$ cat src/rtl/brush_motor_pkg.sv
// Shared definitions for the brush motor ramp sequencer: FSM states,
// register maps of this block and of the driven brush_motor_driver, default ID.
// Optional feature macro: BRUSH_RAMP_DEADTIME_EN (DEADTIME register + DEAD state).
package brush_motor_pkg;

    localparam int DATA_W = 32;

    localparam logic [31:0] DEFAULT_ID = 32'hEA680103;

    typedef enum logic [2:0] {
        ST_IDLE,
        ST_W_DIR,
        ST_W_ON,
        ST_RUN,
        ST_W_W,
        ST_W_OFF,
        ST_DEAD
    } state_t;

    // Slave register word addresses
    localparam logic [2:0] REG_ID       = 3'd0;
    localparam logic [2:0] REG_TARGET   = 3'd1;
    localparam logic [2:0] REG_STEP     = 3'd2;
    localparam logic [2:0] REG_INTERVAL = 3'd3;
    localparam logic [2:0] REG_CTRL     = 3'd4;
    localparam logic [2:0] REG_DEADTIME = 3'd5;
    localparam logic [2:0] REG_STATUS   = 3'd6;
    localparam logic [2:0] REG_CUR      = 3'd7;

    // Driver register word addresses
    localparam logic [2:0] DRV_WIDTH = 3'd2;
    localparam logic [2:0] DRV_ONOFF = 3'd3;
    localparam logic [2:0] DRV_DIR   = 3'd4;

    // Merge a 32-bit write into an existing value lane by lane
    function automatic logic [31:0] be_merge(input logic [31:0] old_v,
                                             input logic [31:0] new_v,
                                             input logic [3:0]  be);
        logic [31:0] res;
        for (int i = 0; i < 4; i++) begin
            res[8*i +: 8] = be[i] ? new_v[8*i +: 8] : old_v[8*i +: 8];
        end
        return res;
    endfunction

endpackage

$ cat src/rtl/brush_ramp_step.sv
// Combinational saturating step: moves cur toward eff_target by at most
// step, landing exactly on the target instead of overshooting or wrapping.
module brush_ramp_step
    import brush_motor_pkg::*;
(
    input  logic [DATA_W-1:0] cur,
    input  logic [DATA_W-1:0] eff_target,
    input  logic [DATA_W-1:0] step,
    output logic [DATA_W-1:0] nxt
);

    logic [DATA_W-1:0] diff;

    // Distance to target decides between a full step and a final snap
    always_comb begin
        diff = '0;
        nxt  = cur;
        if (cur < eff_target) begin
            diff = eff_target - cur;
            nxt  = (diff <= step) ? eff_target : cur + step;
        end else if (cur > eff_target) begin
            diff = cur - eff_target;
            nxt  = (diff <= step) ? eff_target : cur - step;
        end
    end

endmodule

$ cat src/rtl/brush_motor_ramp_ctrl.sv
// Avalon-MM ramp sequencer in front of one brush_motor_driver: ramps the
// driver PWM width toward TARGET and runs the safe reversal sequence.
// Optional feature macro: BRUSH_RAMP_DEADTIME_EN enables the DEADTIME
// register and the DEAD state between switch-off and direction flip.
module brush_motor_ramp_ctrl
    import brush_motor_pkg::*;
#(
    parameter logic [31:0] ID_VALUE = DEFAULT_ID
)
(
    input  logic        csi_MCLK_clk,
    input  logic        rsi_MRST_reset_n,
    input  logic [2:0]  avs_ctrl_address,
    input  logic        avs_ctrl_write,
    input  logic [31:0] avs_ctrl_writedata,
    input  logic [3:0]  avs_ctrl_byteenable,
    input  logic        avs_ctrl_read,
    output logic [31:0] avs_ctrl_readdata,
    output logic        avs_ctrl_waitrequest,
    output logic [2:0]  avm_drv_address,
    output logic        avm_drv_write,
    output logic [31:0] avm_drv_writedata,
    input  logic        avm_drv_waitrequest
);

    logic [DATA_W-1:0] target_r, step_r, interval_r;
    logic              enable_r, dir_req_r;
`ifdef BRUSH_RAMP_DEADTIME_EN
    logic [DATA_W-1:0] deadtime_r;
`endif

    state_t            state;
    logic [DATA_W-1:0] cur, cnt, nxt, eff_target, ivl_m1, rd_data;
    logic              cur_dir, tick, off_req, busy, at_target;

    assign avs_ctrl_waitrequest = 1'b0;

    assign eff_target = (enable_r && (dir_req_r == cur_dir)) ? target_r : '0;
    assign ivl_m1     = (interval_r == '0) ? '0 : interval_r - 32'd1;
    assign tick       = (cnt >= ivl_m1);
    assign off_req    = (cur == '0) && (eff_target == '0) && (!enable_r || (dir_req_r != cur_dir));
    assign busy       = (state != ST_IDLE);
    // at_target is reported only while sequencing, so an idle block reads STATUS = 0
    assign at_target  = busy && (cur == eff_target);

    brush_ramp_step u_step (
        .cur        (cur),
        .eff_target (eff_target),
        .step       (step_r),
        .nxt        (nxt)
    );

    // Software-visible configuration registers
    always_ff @(posedge csi_MCLK_clk or negedge rsi_MRST_reset_n) begin
        if (!rsi_MRST_reset_n) begin
            target_r   <= '0;
            step_r     <= '0;
            interval_r <= '0;
            enable_r   <= 1'b0;
            dir_req_r  <= 1'b0;
`ifdef BRUSH_RAMP_DEADTIME_EN
            deadtime_r <= '0;
`endif
        end else if (avs_ctrl_write) begin
            case (avs_ctrl_address)
                REG_TARGET:   target_r   <= be_merge(target_r, avs_ctrl_writedata, avs_ctrl_byteenable);
                REG_STEP:     step_r     <= be_merge(step_r, avs_ctrl_writedata, avs_ctrl_byteenable);
                REG_INTERVAL: interval_r <= be_merge(interval_r, avs_ctrl_writedata, avs_ctrl_byteenable);
                REG_CTRL: begin
                    if (avs_ctrl_byteenable[0]) begin
                        enable_r  <= avs_ctrl_writedata[0];
                        dir_req_r <= avs_ctrl_writedata[1];
                    end
                end
`ifdef BRUSH_RAMP_DEADTIME_EN
                REG_DEADTIME: deadtime_r <= be_merge(deadtime_r, avs_ctrl_writedata, avs_ctrl_byteenable);
`endif
                default: ;
            endcase
        end
    end

    // Read mux for the register map
    always_comb begin
        rd_data = '0;
        case (avs_ctrl_address)
            REG_ID:       rd_data = ID_VALUE;
            REG_TARGET:   rd_data = target_r;
            REG_STEP:     rd_data = step_r;
            REG_INTERVAL: rd_data = interval_r;
            REG_CTRL:     rd_data = {30'b0, dir_req_r, enable_r};
`ifdef BRUSH_RAMP_DEADTIME_EN
            REG_DEADTIME: rd_data = deadtime_r;
`endif
            REG_STATUS:   rd_data = {29'b0, cur_dir, at_target, busy};
            REG_CUR:      rd_data = cur;
            default:      rd_data = '0;
        endcase
    end

    // Registered read data; a simultaneous write suppresses the read
    always_ff @(posedge csi_MCLK_clk or negedge rsi_MRST_reset_n) begin
        if (!rsi_MRST_reset_n) begin
            avs_ctrl_readdata <= '0;
        end else if (avs_ctrl_read && !avs_ctrl_write) begin
            avs_ctrl_readdata <= rd_data;
        end
    end

    // Sequencer FSM with registered master outputs; in each write state a low
    // write means "not yet issued", which also yields the idle cycle between writes
    always_ff @(posedge csi_MCLK_clk or negedge rsi_MRST_reset_n) begin
        if (!rsi_MRST_reset_n) begin
            state             <= ST_IDLE;
            cur               <= '0;
            cur_dir           <= 1'b0;
            cnt               <= '0;
            avm_drv_write     <= 1'b0;
            avm_drv_address   <= '0;
            avm_drv_writedata <= '0;
        end else begin
            cnt <= '0;
            case (state)
                ST_IDLE: begin
                    if (enable_r) begin
                        cur_dir           <= dir_req_r;
                        avm_drv_write     <= 1'b1;
                        avm_drv_address   <= DRV_DIR;
                        avm_drv_writedata <= {31'b0, dir_req_r};
                        state             <= ST_W_DIR;
                    end
                end
                ST_W_DIR: begin
                    if (!avm_drv_write) begin
                        avm_drv_write     <= 1'b1;
                        avm_drv_address   <= DRV_DIR;
                        avm_drv_writedata <= {31'b0, cur_dir};
                    end else if (!avm_drv_waitrequest) begin
                        avm_drv_write <= 1'b0;
                        state         <= ST_W_ON;
                    end
                end
                ST_W_ON: begin
                    if (!avm_drv_write) begin
                        avm_drv_write     <= 1'b1;
                        avm_drv_address   <= DRV_ONOFF;
                        avm_drv_writedata <= 32'd1;
                    end else if (!avm_drv_waitrequest) begin
                        avm_drv_write <= 1'b0;
                        state         <= ST_RUN;
                    end
                end
                ST_RUN: begin
                    cnt <= tick ? '0 : cnt + 32'd1;
                    if (tick && (nxt != cur)) begin
                        cur   <= nxt;
                        state <= ST_W_W;
                    end else if (off_req) begin
                        state <= ST_W_OFF;
                    end
                end
                ST_W_W: begin
                    if (!avm_drv_write) begin
                        avm_drv_write     <= 1'b1;
                        avm_drv_address   <= DRV_WIDTH;
                        avm_drv_writedata <= cur;
                    end else if (!avm_drv_waitrequest) begin
                        avm_drv_write <= 1'b0;
                        state         <= ST_RUN;
                    end
                end
                ST_W_OFF: begin
                    if (!avm_drv_write) begin
                        avm_drv_write     <= 1'b1;
                        avm_drv_address   <= DRV_ONOFF;
                        avm_drv_writedata <= 32'd0;
                    end else if (!avm_drv_waitrequest) begin
                        avm_drv_write <= 1'b0;
`ifdef BRUSH_RAMP_DEADTIME_EN
                        state <= enable_r ? ST_DEAD : ST_IDLE;
`else
                        if (enable_r) begin
                            cur_dir <= dir_req_r;
                            state   <= ST_W_DIR;
                        end else begin
                            state <= ST_IDLE;
                        end
`endif
                    end
                end
`ifdef BRUSH_RAMP_DEADTIME_EN
                ST_DEAD: begin
                    if (cnt >= deadtime_r) begin
                        cur_dir <= dir_req_r;
                        state   <= ST_W_DIR;
                    end else begin
                        cnt <= cnt + 32'd1;
                    end
                end
`endif
                default: state <= ST_IDLE;
            endcase
        end
    end

endmodule

$ cat config.mk
export PLATFORM = sky130hd
export DESIGN_NAME = brush_motor_ramp_ctrl
export DESIGN_NICKNAME = d
export VERILOG_FILES = /design/src/rtl/brush_motor_pkg.sv /design/src/rtl/brush_ramp_step.sv /design/src/rtl/brush_motor_ramp_ctrl.sv
export SDC_FILE = /design/constraint.sdc
export NUM_CORES = 1
export LEC_CHECK = 0
export CORE_MARGIN = 1.5
export CORE_UTILIZATION = 54
export CTS_CLUSTER_DIAMETER = 60
export CTS_CLUSTER_SIZE = 20
export DETAILED_ROUTE_END_ITERATION = 16
export MAX_ROUTING_LAYER = met4
export PLACE_DENSITY = 0.73
export SYNTH_ARGS = -nofsm -noshare
export SYNTH_HDL_FRONTEND = slang
export SYNTH_HIERARCHICAL = 1
export SYNTH_SLANG_ARGS = --single-unit
$ cat constraint.sdc
create_clock -name csi_MCLK_clk -period 12.28 [get_ports csi_MCLK_clk]
set_clock_uncertainty 0.05 [all_clocks]
set_input_delay 1.842 -clock csi_MCLK_clk [delete_from_list [all_inputs] [get_ports csi_MCLK_clk]]
set_output_delay 1.842 -clock csi_MCLK_clk [all_outputs]
set_load 0.01 [all_outputs]
# ---- Word level (Yosys, flattened, before mapping)
# Cells that the tools add are included.
dict set report word_totals {
  wordCells 141
  regBits 234
  output_inout_bits 69
  inputBits 44
}
dict set report op_classes {
  eq_ne 28
  n_addsub 6
  magnitude_cmp 5
  n_reduce_logical 41
  mux 39
}
# cell n
set op_table {}
lappend op_table {{two-way mux 32 bit} 13}
lappend op_table {{one-hot mux 32 bit (7 select lines)} 1}
lappend op_table {{one-hot mux 32 bit (5 select lines)} 1}
lappend op_table {{zero test 32 bit} 3}
lappend op_table {{subtractor 32 bit} 3}
lappend op_table {{less-or-equal comparator 32 bit} 2}
lappend op_table {{AND reduction 3 bit} 14}
lappend op_table {{two-way mux 3 bit} 13}
lappend op_table {{adder 32 x 1 -> 32 bit (second input constant)} 1}
lappend op_table {{adder 32 bit} 1}
lappend op_table {{equality test 32 bit} 1}
lappend op_table {{>= comparator 32 bit} 1}
lappend op_table {{greater-than comparator 32 bit} 1}
lappend op_table {{< comparator 32 bit} 1}
lappend op_table {{inequality test 32 bit} 1}
lappend op_table {{subtractor 32 x 1 -> 32 bit (second input constant)} 1}
lappend op_table {{inequality test 2 bit (second input constant)} 11}
lappend op_table {{equality test 3 bit (second input constant)} 5}
lappend op_table {{one-hot mux 3 bit (5 select lines)} 1}
lappend op_table {{equality test 3 x 2 -> 1 bit (second input constant)} 4}
lappend op_table {{one-hot mux 3 bit (4 select lines)} 1}
lappend op_table {{AND reduction 8 bit} 1}
lappend op_table {{two-way mux 1 bit} 7}
lappend op_table {{equality test 3 x 1 -> 1 bit (second input constant)} 2}
lappend op_table {{other kinds (18)} 29}

# ---- Depth between registers and ports, before layout
# Gate-level depths: netlist of run 1.
dict set report logic_depth {
  depth_word 12
  mapped_depth 36
  mapped_depth_nobuf 33
}

# ---- By module
# The synthesis of run 1 kept the hierarchy.
# mod seq_area_each_um2 cells_per_inst n_inst area_each_um2
set modules_own_cells {}
lappend modules_own_cells {brush_motor_ramp_ctrl 5855.6 1245 1 12600.8}
lappend modules_own_cells {brush_ramp_step 0.0 1420 1 9440.3}

# ---- Least setup slack after synthesis of run 1
# Ideal clock, no wire load.
dict set report synth_timing {
  path_type {register to register}
  startpoint {reg cur_dir}
  endpoint {reg cur[10]}
  stages_incl_launch_ff 34
  path_buffers 6
  t_arrival_ns 7.132
  setup_slack_ns 4.974
  setup_ns 0.125
  period_less_slack_ns 7.306
  t_required_ns 12.105
  cell_sequence {dfrtp_1 xnor2_1 clkbuf_1 clkbuf_1 and3_1 ha_1 buf_6 a21oi_1 nor2_1 o31a_1 o31a_1 o21a_1 a211o_1 a221o_1 a211oi_2 xnor2_1 ha_1 nand4_1 nor4_1 nand3_1 a22o_1 a21o_1 clkbuf_1 clkbuf_1 a41oi_1 o21ai_1 o22ai_1 xnor2_1 nand4_1 nor4_1 nand2_1 nand3_1 buf_2 mux2_2}
}
dict set report synth_between {
  elab_chain_len 11
  word_cells_on_any_way 16
  classes_between {add/sub: 2; order compare: 4; eq/ne: 2; mux: 5; reduce/logical: 3}
}
# item line
set synth_lines {}
lappend synth_lines {{start, declared} brush_motor_ramp_ctrl.sv:34} ;# logic cur_dir, tick, off_req, busy, at_target;
lappend synth_lines {{start signal, assigned} brush_motor_ramp_ctrl.sv:126} ;# cur_dir <= dir_req_r;
lappend synth_lines {{start signal, assigned} brush_motor_ramp_ctrl.sv:183} ;# cur_dir <= dir_req_r;
lappend synth_lines {{equality test 1 bit (*)} brush_motor_ramp_ctrl.sv:38} ;# assign eff_target = (enable_r && (dir_req_r == cur_dir)) ? target_r : '0;
lappend synth_lines {{logical AND 1 bit (*)} brush_motor_ramp_ctrl.sv:38}
lappend synth_lines {{two-way mux 32 bit (*)} brush_motor_ramp_ctrl.sv:38}
lappend synth_lines {{via eff_target[3]} brush_motor_ramp_ctrl.sv:33} ;# logic [DATA_W-1:0] cur, cnt, nxt, eff_target, ivl_m1, rd_data;
lappend synth_lines {{subtractor 32 bit} brush_ramp_step.sv:22} ;# diff = cur - eff_target;
lappend synth_lines {{less-or-equal comparator 32 bit} brush_ramp_step.sv:23} ;# nxt = (diff <= step) ? eff_target : cur - step;
lappend synth_lines {{two-way mux 32 bit} brush_ramp_step.sv:23}
lappend synth_lines {{two-way mux 32 bit} brush_ramp_step.sv:21} ;# end else if (cur > eff_target) begin
lappend synth_lines {{two-way mux 32 bit (*)} brush_ramp_step.sv:18} ;# if (cur < eff_target) begin
lappend synth_lines {{via nxt[21]} brush_motor_ramp_ctrl.sv:33}
lappend synth_lines {{inequality test 32 bit (*)} brush_motor_ramp_ctrl.sv:155} ;# if (tick && (nxt != cur)) begin
lappend synth_lines {{logical AND 1 bit (*)} brush_motor_ramp_ctrl.sv:155}
lappend synth_lines {{AND reduction 2 bit (no line) (*)} -}
lappend synth_lines {{end signal, assigned} brush_motor_ramp_ctrl.sv:156} ;# cur <= nxt;
lappend synth_lines {{end, declared} brush_motor_ramp_ctrl.sv:33}
# Mark *: on every way through the listed nets, which the timed path passes. The rest lies on a longest branch.
# A chain may end at the register's enable or synchronous reset.

# ---- Worst setup path after layout of run 1
dict set report layout_timing {
  startpoint {reg enable_r}
  endpoint {reg cur[9]}
}
dict set report layout_between {
  elab_chain_len 10
  word_cells_on_any_way 15
  classes_between {add/sub: 2; order compare: 4; eq/ne: 1; mux: 5; reduce/logical: 3}
}
# item line
set layout_lines {}
lappend layout_lines {{start, declared} brush_motor_ramp_ctrl.sv:27} ;# logic enable_r, dir_req_r;
lappend layout_lines {{start signal, assigned} brush_motor_ramp_ctrl.sv:71} ;# enable_r <= avs_ctrl_writedata[0];
lappend layout_lines {{logical AND 1 bit (*)} brush_motor_ramp_ctrl.sv:38}
lappend layout_lines {{two-way mux 32 bit (*)} brush_motor_ramp_ctrl.sv:38}
lappend layout_lines {{via eff_target[2]} brush_motor_ramp_ctrl.sv:33}
lappend layout_lines {{subtractor 32 bit} brush_ramp_step.sv:22}
lappend layout_lines {{less-or-equal comparator 32 bit} brush_ramp_step.sv:23}
lappend layout_lines {{two-way mux 32 bit} brush_ramp_step.sv:23}
lappend layout_lines {{two-way mux 32 bit} brush_ramp_step.sv:21}
lappend layout_lines {{two-way mux 32 bit (*)} brush_ramp_step.sv:18}
lappend layout_lines {{via nxt[26]} brush_motor_ramp_ctrl.sv:33}
lappend layout_lines {{inequality test 32 bit (*)} brush_motor_ramp_ctrl.sv:155}
lappend layout_lines {{logical AND 1 bit (*)} brush_motor_ramp_ctrl.sv:155}
lappend layout_lines {{AND reduction 2 bit (no line) (*)} -}
# Marked as above.

==> results.md, run 1 <==
* Die width at 205 um
* Yosys Warn Count at 6
* Crit path arrival time at 9610 ps
* Tmin final at 9220 ps
* Worst Setup Path Type: reg -> reg
* Resized Gates After CTS at 0
* FFs w/ async S/R, synth at 100%
* Final Util at 60.9%
* Largest family of logic cells by synthesized area: compound AO/OA/AOI/OAI gates
* Final WS setup at 3060 ps
* Share of cells above drive strength 1 at 8.89%
* Worst setup EP type: register
* Drt wl/cell at 25.3 um
* Syn_area_per_cell at 8.27 sq um
* Clk pin slew, worst setup/hold paths at 90 ps
* Sequential area share after synthesis at between 20% and 30%
* Area Growth Syn to Fin at 10.5%
* Cell area after placement at 23500 sq um
* Initial antenna violation count at 1
* Maxcap violations at 0
* Global-route usage over all layers at between 30 and 40%
* Status: complete, no violations
* Slew Limit Fails at 0
* PortBufs at between 100 and 150
* DRC viols at 0
* WP data required at about 13000 ps
* Synth cell types at 90
* Gp weighted congestion at 1.03
* Clock sink count at approximately 230
* Post-DRT Antenna Nets at 0
* Mapped Area at 22000 sq um
* Die ar. at between 40000 and 50000 sq um
* Post-DP HPWL at 63500 um
* Post-synthesis mux area share at roughly 7.7%
* Worst Hold Class: reg -> reg
* Setup TNS at 0 ps
* Yosys reg bits at between 200 and 250
* CP bufs+invs at 2
* Delay-heaviest family, CP: compound AO/OA/AOI/OAI gates
* Post-Synth XOR/XNOR Area at around 9%
* Max Freq at 0.109 GHz
* Starting Density at between 50% and 60%
* Most used DFF post-synth: dfrtp_1
* Unrepaired setup endpoints after global routing: false
* Placed cell count at 3192
* Vias/cell at roughly 6.5
* Slowest stage delay, CP at 1060 ps
* WHS at around 430 ps
* DR iter-0 viols at 2628
* Htree depth at 1
* Clock Latency Late Sink at 560 ps
* Max clock buf depth at 3
* Largest net degree at the start of global routing at 84
* Slew Limit Headroom at between 10% and 20%
* Core area at 40000 sq um
* Post-synth EDFFs at 0
* DR vias at roughly 21000
* Critical Path Source Type: register
* Post-Place Worst Slack at 3430 ps
* Simple logic cell fraction of the synthesized area at 17.2%
* Num CTS Buffers at 24
* Mapped Nets at 2936
* Post-CTS Setup Bufs at 0
* Cts hold-fix bufs at 0
* CTS tree: yes
* NumNets Final at 2964
* Tot Pwr at approximately 5.3 mW
* Vias in the first global route at 19900
* Post-Layout Cell Count at 3237
* CTS root buffer: clkbuf_16
* Compound-Gate Fraction of Synth Area at 21.2%
* Slowest CP cell: dfrtp_1
* Synth Instances at 2665
* Fin. Hold Viols at 0
* Setup violations, final at 0
* Measured slew at the worst slew-check pin at 1280 ps
* Die Ht at 205 um
* Drt total wl at 81800 um
* PD cells at approximately 220 nW/um^2
* Crit path max fanout at 42
* Final std cell area, no fill at approximately 24000 sq um
* Leak pwr at 10.9 nW
* Num rows at 73
* Synth Area in Adders at 13.0%
* Peak VDD IR at 202 uV
* I/O pin total at between 100 and 150
* Grt ovf at 0
* First-pass GRT wire length at 123000 um
* Final worst path period share at 75.1%
* Drt first pass iters at 6
layout by cell type (no fill, tap or decap), types with 13 or more instances in the layout:
master	netlist	layout
a211oi_1	22	22
nor2_1	212	211
nand4_1	49	49
xnor2_1	155	154
a31oi_1	13	13
buf_4	2	36
nand2_1	279	279
a21oi_1	193	190
nor2b_1	23	23
clkdlybuf4s50_1	0	110
o21a_1	13	13
nor3_1	37	36
o21bai_1	26	26
nand3_1	53	53
a21o_1	65	65
a22o_1	22	22
o21ai_0	153	153
clkbuf_16	0	24
o211ai_1	37	37
a221oi_1	25	25
mux2i_1	26	26
nand2b_1	23	23
dfrtp_1	234	234
xor2_1	67	67
and3_1	41	41
mux2_2	127	127
ha_1	223	223
nor4_1	27	26
o21ai_1	30	30
inv_1	159	159
sequential cells by signal (all words and copies together), names as in the netlist, 3 cells and up:
name and flops:
interval_r 32, avm_drv_writedata 32, state 3, target_r 32, cnt 32, step_r 32, cur 32, avm_drv_address 3
avs_ctrl_readdata 32
area by class of cell:
class                      count  area [sq um]
antenna                        1          2.50
clock buffer                  29           639
clock inverter                15           176
fill                        3595         15700
inverter                     160           601
multi-input combinational   2126         15000
sequential                   234          5860
tap                          525           657
timing repair buffer         147          1390
metal layers:
layer | wire (um) | GRT usage [%] | vias up
met5 | 0 | - | -
met4 | 2890 | 12.4 | 0
met3 | 8070 | 8.03 | 178
met2 | 36100 | 59.5 | 1133
met1 | 34700 | 53.7 | 10300
li1 | - | - | 9581
path summary, 6_finish.rpt:
path                                             from                     to  slack [ps]  depth (start not counted)
max in group asynchronous            rsi_MRST_reset_n                 cnt[2]        8520                          3
worst min register to register  avs_ctrl_readdata[31]  avs_ctrl_readdata[31]         430                          2
worst max-delay path                         enable_r                 cur[9]        3060                         30
min in group asynchronous            rsi_MRST_reset_n  avm_drv_writedata[12]        1190                          1
worst min-delay path            avs_ctrl_readdata[31]  avs_ctrl_readdata[31]         430                          2
worst max register to register               enable_r                 cur[9]        3060                         30
power by group:
| group | internal [mW] | switching [mW] |
|---|---|---|
| sequential | 0.875 | 0.177 |
| clock | 0.393 | 0.365 |
| combinational | 1.33 | 2.18 |
| total | 2.60 | 2.72 |
synth_stat cells, types with 65 or more instances:
cell type / number / area (sq um)
nand2_1: 279 / 1050
dfrtp_1: 234 / 5860
ha_1: 223 / 2790
nor2_1: 212 / 796
a21oi_1: 193 / 966
inv_1: 159 / 597
xnor2_1: 155 / 1360
o21ai_0: 153 / 766
mux2_2: 127 / 1430
clkbuf_1: 110 / 413
xor2_1: 67 / 587
a21o_1: 65 / 488
kinds of logic after synthesis:
group / after synthesis
AND/OR/NAND/NOR: 803
AO/OA/AOI/OAI: 720
buffers and inverters: 305
flip-flops: 234
adder cells (fa/ha/maj): 227
XOR/XNOR: 222
multiplexers: 153
other: 1
worst min-delay path, cell delays in order, from the launching register on:
cell and delay, ps:
dfrtp_1 340, nand2_1 50, o21ai_0 60
Note: power is estimated with default switching activity, not from simulation.
==> run 2: changes to the inputs <==
==> constraint.sdc (replaced) <==
create_clock -name csi_MCLK_clk -period 9.3 [get_ports csi_MCLK_clk]
set_clock_uncertainty 0.05 [all_clocks]
set_input_delay 1.395 -clock csi_MCLK_clk [delete_from_list [all_inputs] [get_ports csi_MCLK_clk]]
set_output_delay 1.395 -clock csi_MCLK_clk [all_outputs]
set_load 0.01 [all_outputs]
==> run 2 against run 1 <==
- critical path depth grew 1
- final cell count increased by 0.40%
- utilization rose by 0.32 points
- count of clock-buffer cells in the layout shrank 6
- die area is the same
- non-clock buffer count rose by 16
- register-to-register slack got worse by 2600 ps
- power up 32%
- combinational power increased by 33%
==> results.md, run 2 (synthesis results as in run 1) <==
* Status: complete, no violations
* Most common cell after layout, fill and taps aside: nand2_1
* Leak pwr at 11.0 nW (+0.81%)
* First-pass GRT wire length at 124000 um (+0.41%)
* Max Freq at 0.113 GHz (+4.1%)
* Critical Path Source Type: register
* Slew Limit Fails at 0 (unchanged)
* Global-route usage over all layers at 39.9% (+0.17 points)
* CTS tree: yes
* DR vias at 21400 (+0.77%)
* Slowest CP cell: a2111oi_2
* Vias in the first global route at 20200 (+1.7%)
* I/O pin total at 113 (unchanged)
* Worst Setup Path Type: reg -> reg
* Max clock buf depth at 3 (unchanged)
* Drt first pass iters at 8 (+2)
* Cell repeated most along the worst path: o21ai_1
* Clk pin slew, worst setup/hold paths at 90 ps (about the same)
* Num CTS Buffers at 23 (-4.2%)
* Die Ht at 205 um (unchanged)
* Drt total wl at 82200 um (+0.54%)
* Resized Gates After CTS at 0 (unchanged)
* Top Metal Used: met4
* Crit path max fanout at 42 (unchanged)
* Initial antenna violation count at 1 (unchanged)
* CTS root buffer: clkbuf_16
* Setup violations, final at 0 (unchanged)
* Final worst path period share at 95.2% (+20 points)
* Tot Pwr at 7.04 mW (+32%)
* Num rows at 73 (unchanged)
* Cts hold-fix bufs at 0 (unchanged)
* Core area at 40000 sq um (unchanged)
* Fin. Hold Viols at 0 (unchanged)
* M1 wire length at 34300 um (-1.1%)
* Unrepaired setup endpoints after global routing: false
* Measured slew at the worst slew-check pin at 1310 ps (+22.2 ps)
* Vias/cell at 6.57 (+0.37%)
* DRC viols at 0 (unchanged)
* Grt ovf at 0 (unchanged)
* Htree depth at 1 (unchanged)
* WP data required at 9670 ps (-3000 ps)
* Gp weighted congestion at 1.03 (about the same)
* Worst setup EP type: register
* Crit path arrival time at 9230 ps (-380 ps)
* Die ar. at 42000 sq um (unchanged)
* Met3 WL post-DR at 8210 um (+1.7%)
* Post-DP HPWL at 64300 um (+1.3%)
* Share of cells above drive strength 1 at 9.40% (+0.51 points)
* Setup TNS at 0 ps (unchanged)
* Clock Latency Late Sink at 560 ps (about the same)
* PD cells at 288 nW/um^2 (+32%)
* Most frequent cells in the layout: nand2_1, dfrtp_1, ha_1, nor2_1, a21oi_1
* Post-CTS Setup Bufs at 0 (unchanged)
* PortBufs at 111 (unchanged)
* Met2 wire length at 35900 um (-0.52%)
* Largest net degree at the start of global routing at 183 (+120%)
* Worst Hold Class: reg -> reg
* Clock sink count at 234 (unchanged)
* Peak VDD IR at 187 uV (-7.1%)
* NumNets Final at 2979 (+0.51%)
* Maxcap violations at 0 (unchanged)
* Starting Density at 55.1% (unchanged)
* Slew Limit Headroom at 12.8% (+0.64 points)
* Final Util at 61.2% (+0.32 points)
* Tmin final at 8850 ps (-364 ps)
* Post-DRT Antenna Nets at 0 (unchanged)
* Drt wl/cell at 25.3 um (+0.14%)
* Area Growth Syn to Fin at 11.1%
* Slowest stage delay, CP at 620 ps (-440 ps)
* DR iter-0 viols at 2568 (-2.3%)
* Die width at 205 um (unchanged)
-- run 2: cell count changes in the layout (fill, tap and decap cells not counted), moves of 2 or more --
cell,before,now
buf_4,36,49
buf_12,0,3
clkbuf_1,3,0
inv_8,3,0
clkbuf_8,2,0
clkinv_2,1,3
inv_16,0,2
-- run 2: path summary, 6_finish.rpt --
check | slack, ps | cells after the start | to | from
worst max-delay path | 450 | 31 | cur[24] | cur_dir
worst max register to register | 450 | 31 | cur[24] | cur_dir
worst min register to register | 430 | 2 | avs_ctrl_readdata[28] | avs_ctrl_readdata[28]
min in group asynchronous | 700 | 1 | avm_drv_writedata[23] | rsi_MRST_reset_n
max in group asynchronous | 7090 | 2 | cnt[4] | rsi_MRST_reset_n
worst min-delay path | 430 | 2 | avs_ctrl_readdata[28] | avs_ctrl_readdata[28]
-- run 2: area by class of cell --
cell class	count	area [sq um]
Antenna cell	1	2.50
Clock buffer	23	576
Fill cell	3528	15500
Inverter	160	601
Clock inverter	18	218
Sequential cell	234	5860
Timing Repair Buffer	163	1540
Tap cell	525	657
Multi-Input combinational cell	2126	15000
-- run 2: worst max-delay path, delay by kind of cell (launching register included) --
family / cells / cell delay [ps]
buffers and inverters: 3 / 550
muxes: 1 / 340
adders and majority gates: 3 / 930
xor gates and xnor gates: 3 / 830
and+or+nand+nor: 10 / 2540
DFF: 1 / 460
AOI/OAI and AO/OA: 11 / 2990
-- run 2: metrics by stage --
step	hold slack, ps	cells	worst slack (ps)	instance area (sq um)
after floorplan	417	2665	1990	22000
after global placement	411	3208	1090	23700
after detailed placement	419	3208	962	23700
after CTS	435	3249	846	24500
after global routing	452	3250	78.0	24500
final	429	3250	448	24500
-- run 2: power breakdown --
group | internal [mW] | leakage [nW] | switching (mW) | total (mW)
sequential | 1.15 | 3.07 | 0.219 | 1.37
clock | 0.490 | 0.377 | 0.499 | 0.988
combinational | 1.79 | 7.58 | 2.90 | 4.68
total | 3.43 | 11.0 | 3.61 | 7.04
-- run 2: per-layer routing --
| metal | global-route usage (%) | vias to the layer above |
|---|---|---|
| li1 | - | 9611 |
| met1 | 53.4 | 10300 |
| met2 | 59.2 | 1176 |
| met3 | 7.72 | 222 |
| met4 | 15.6 | 0 |
| met5 | - | - |
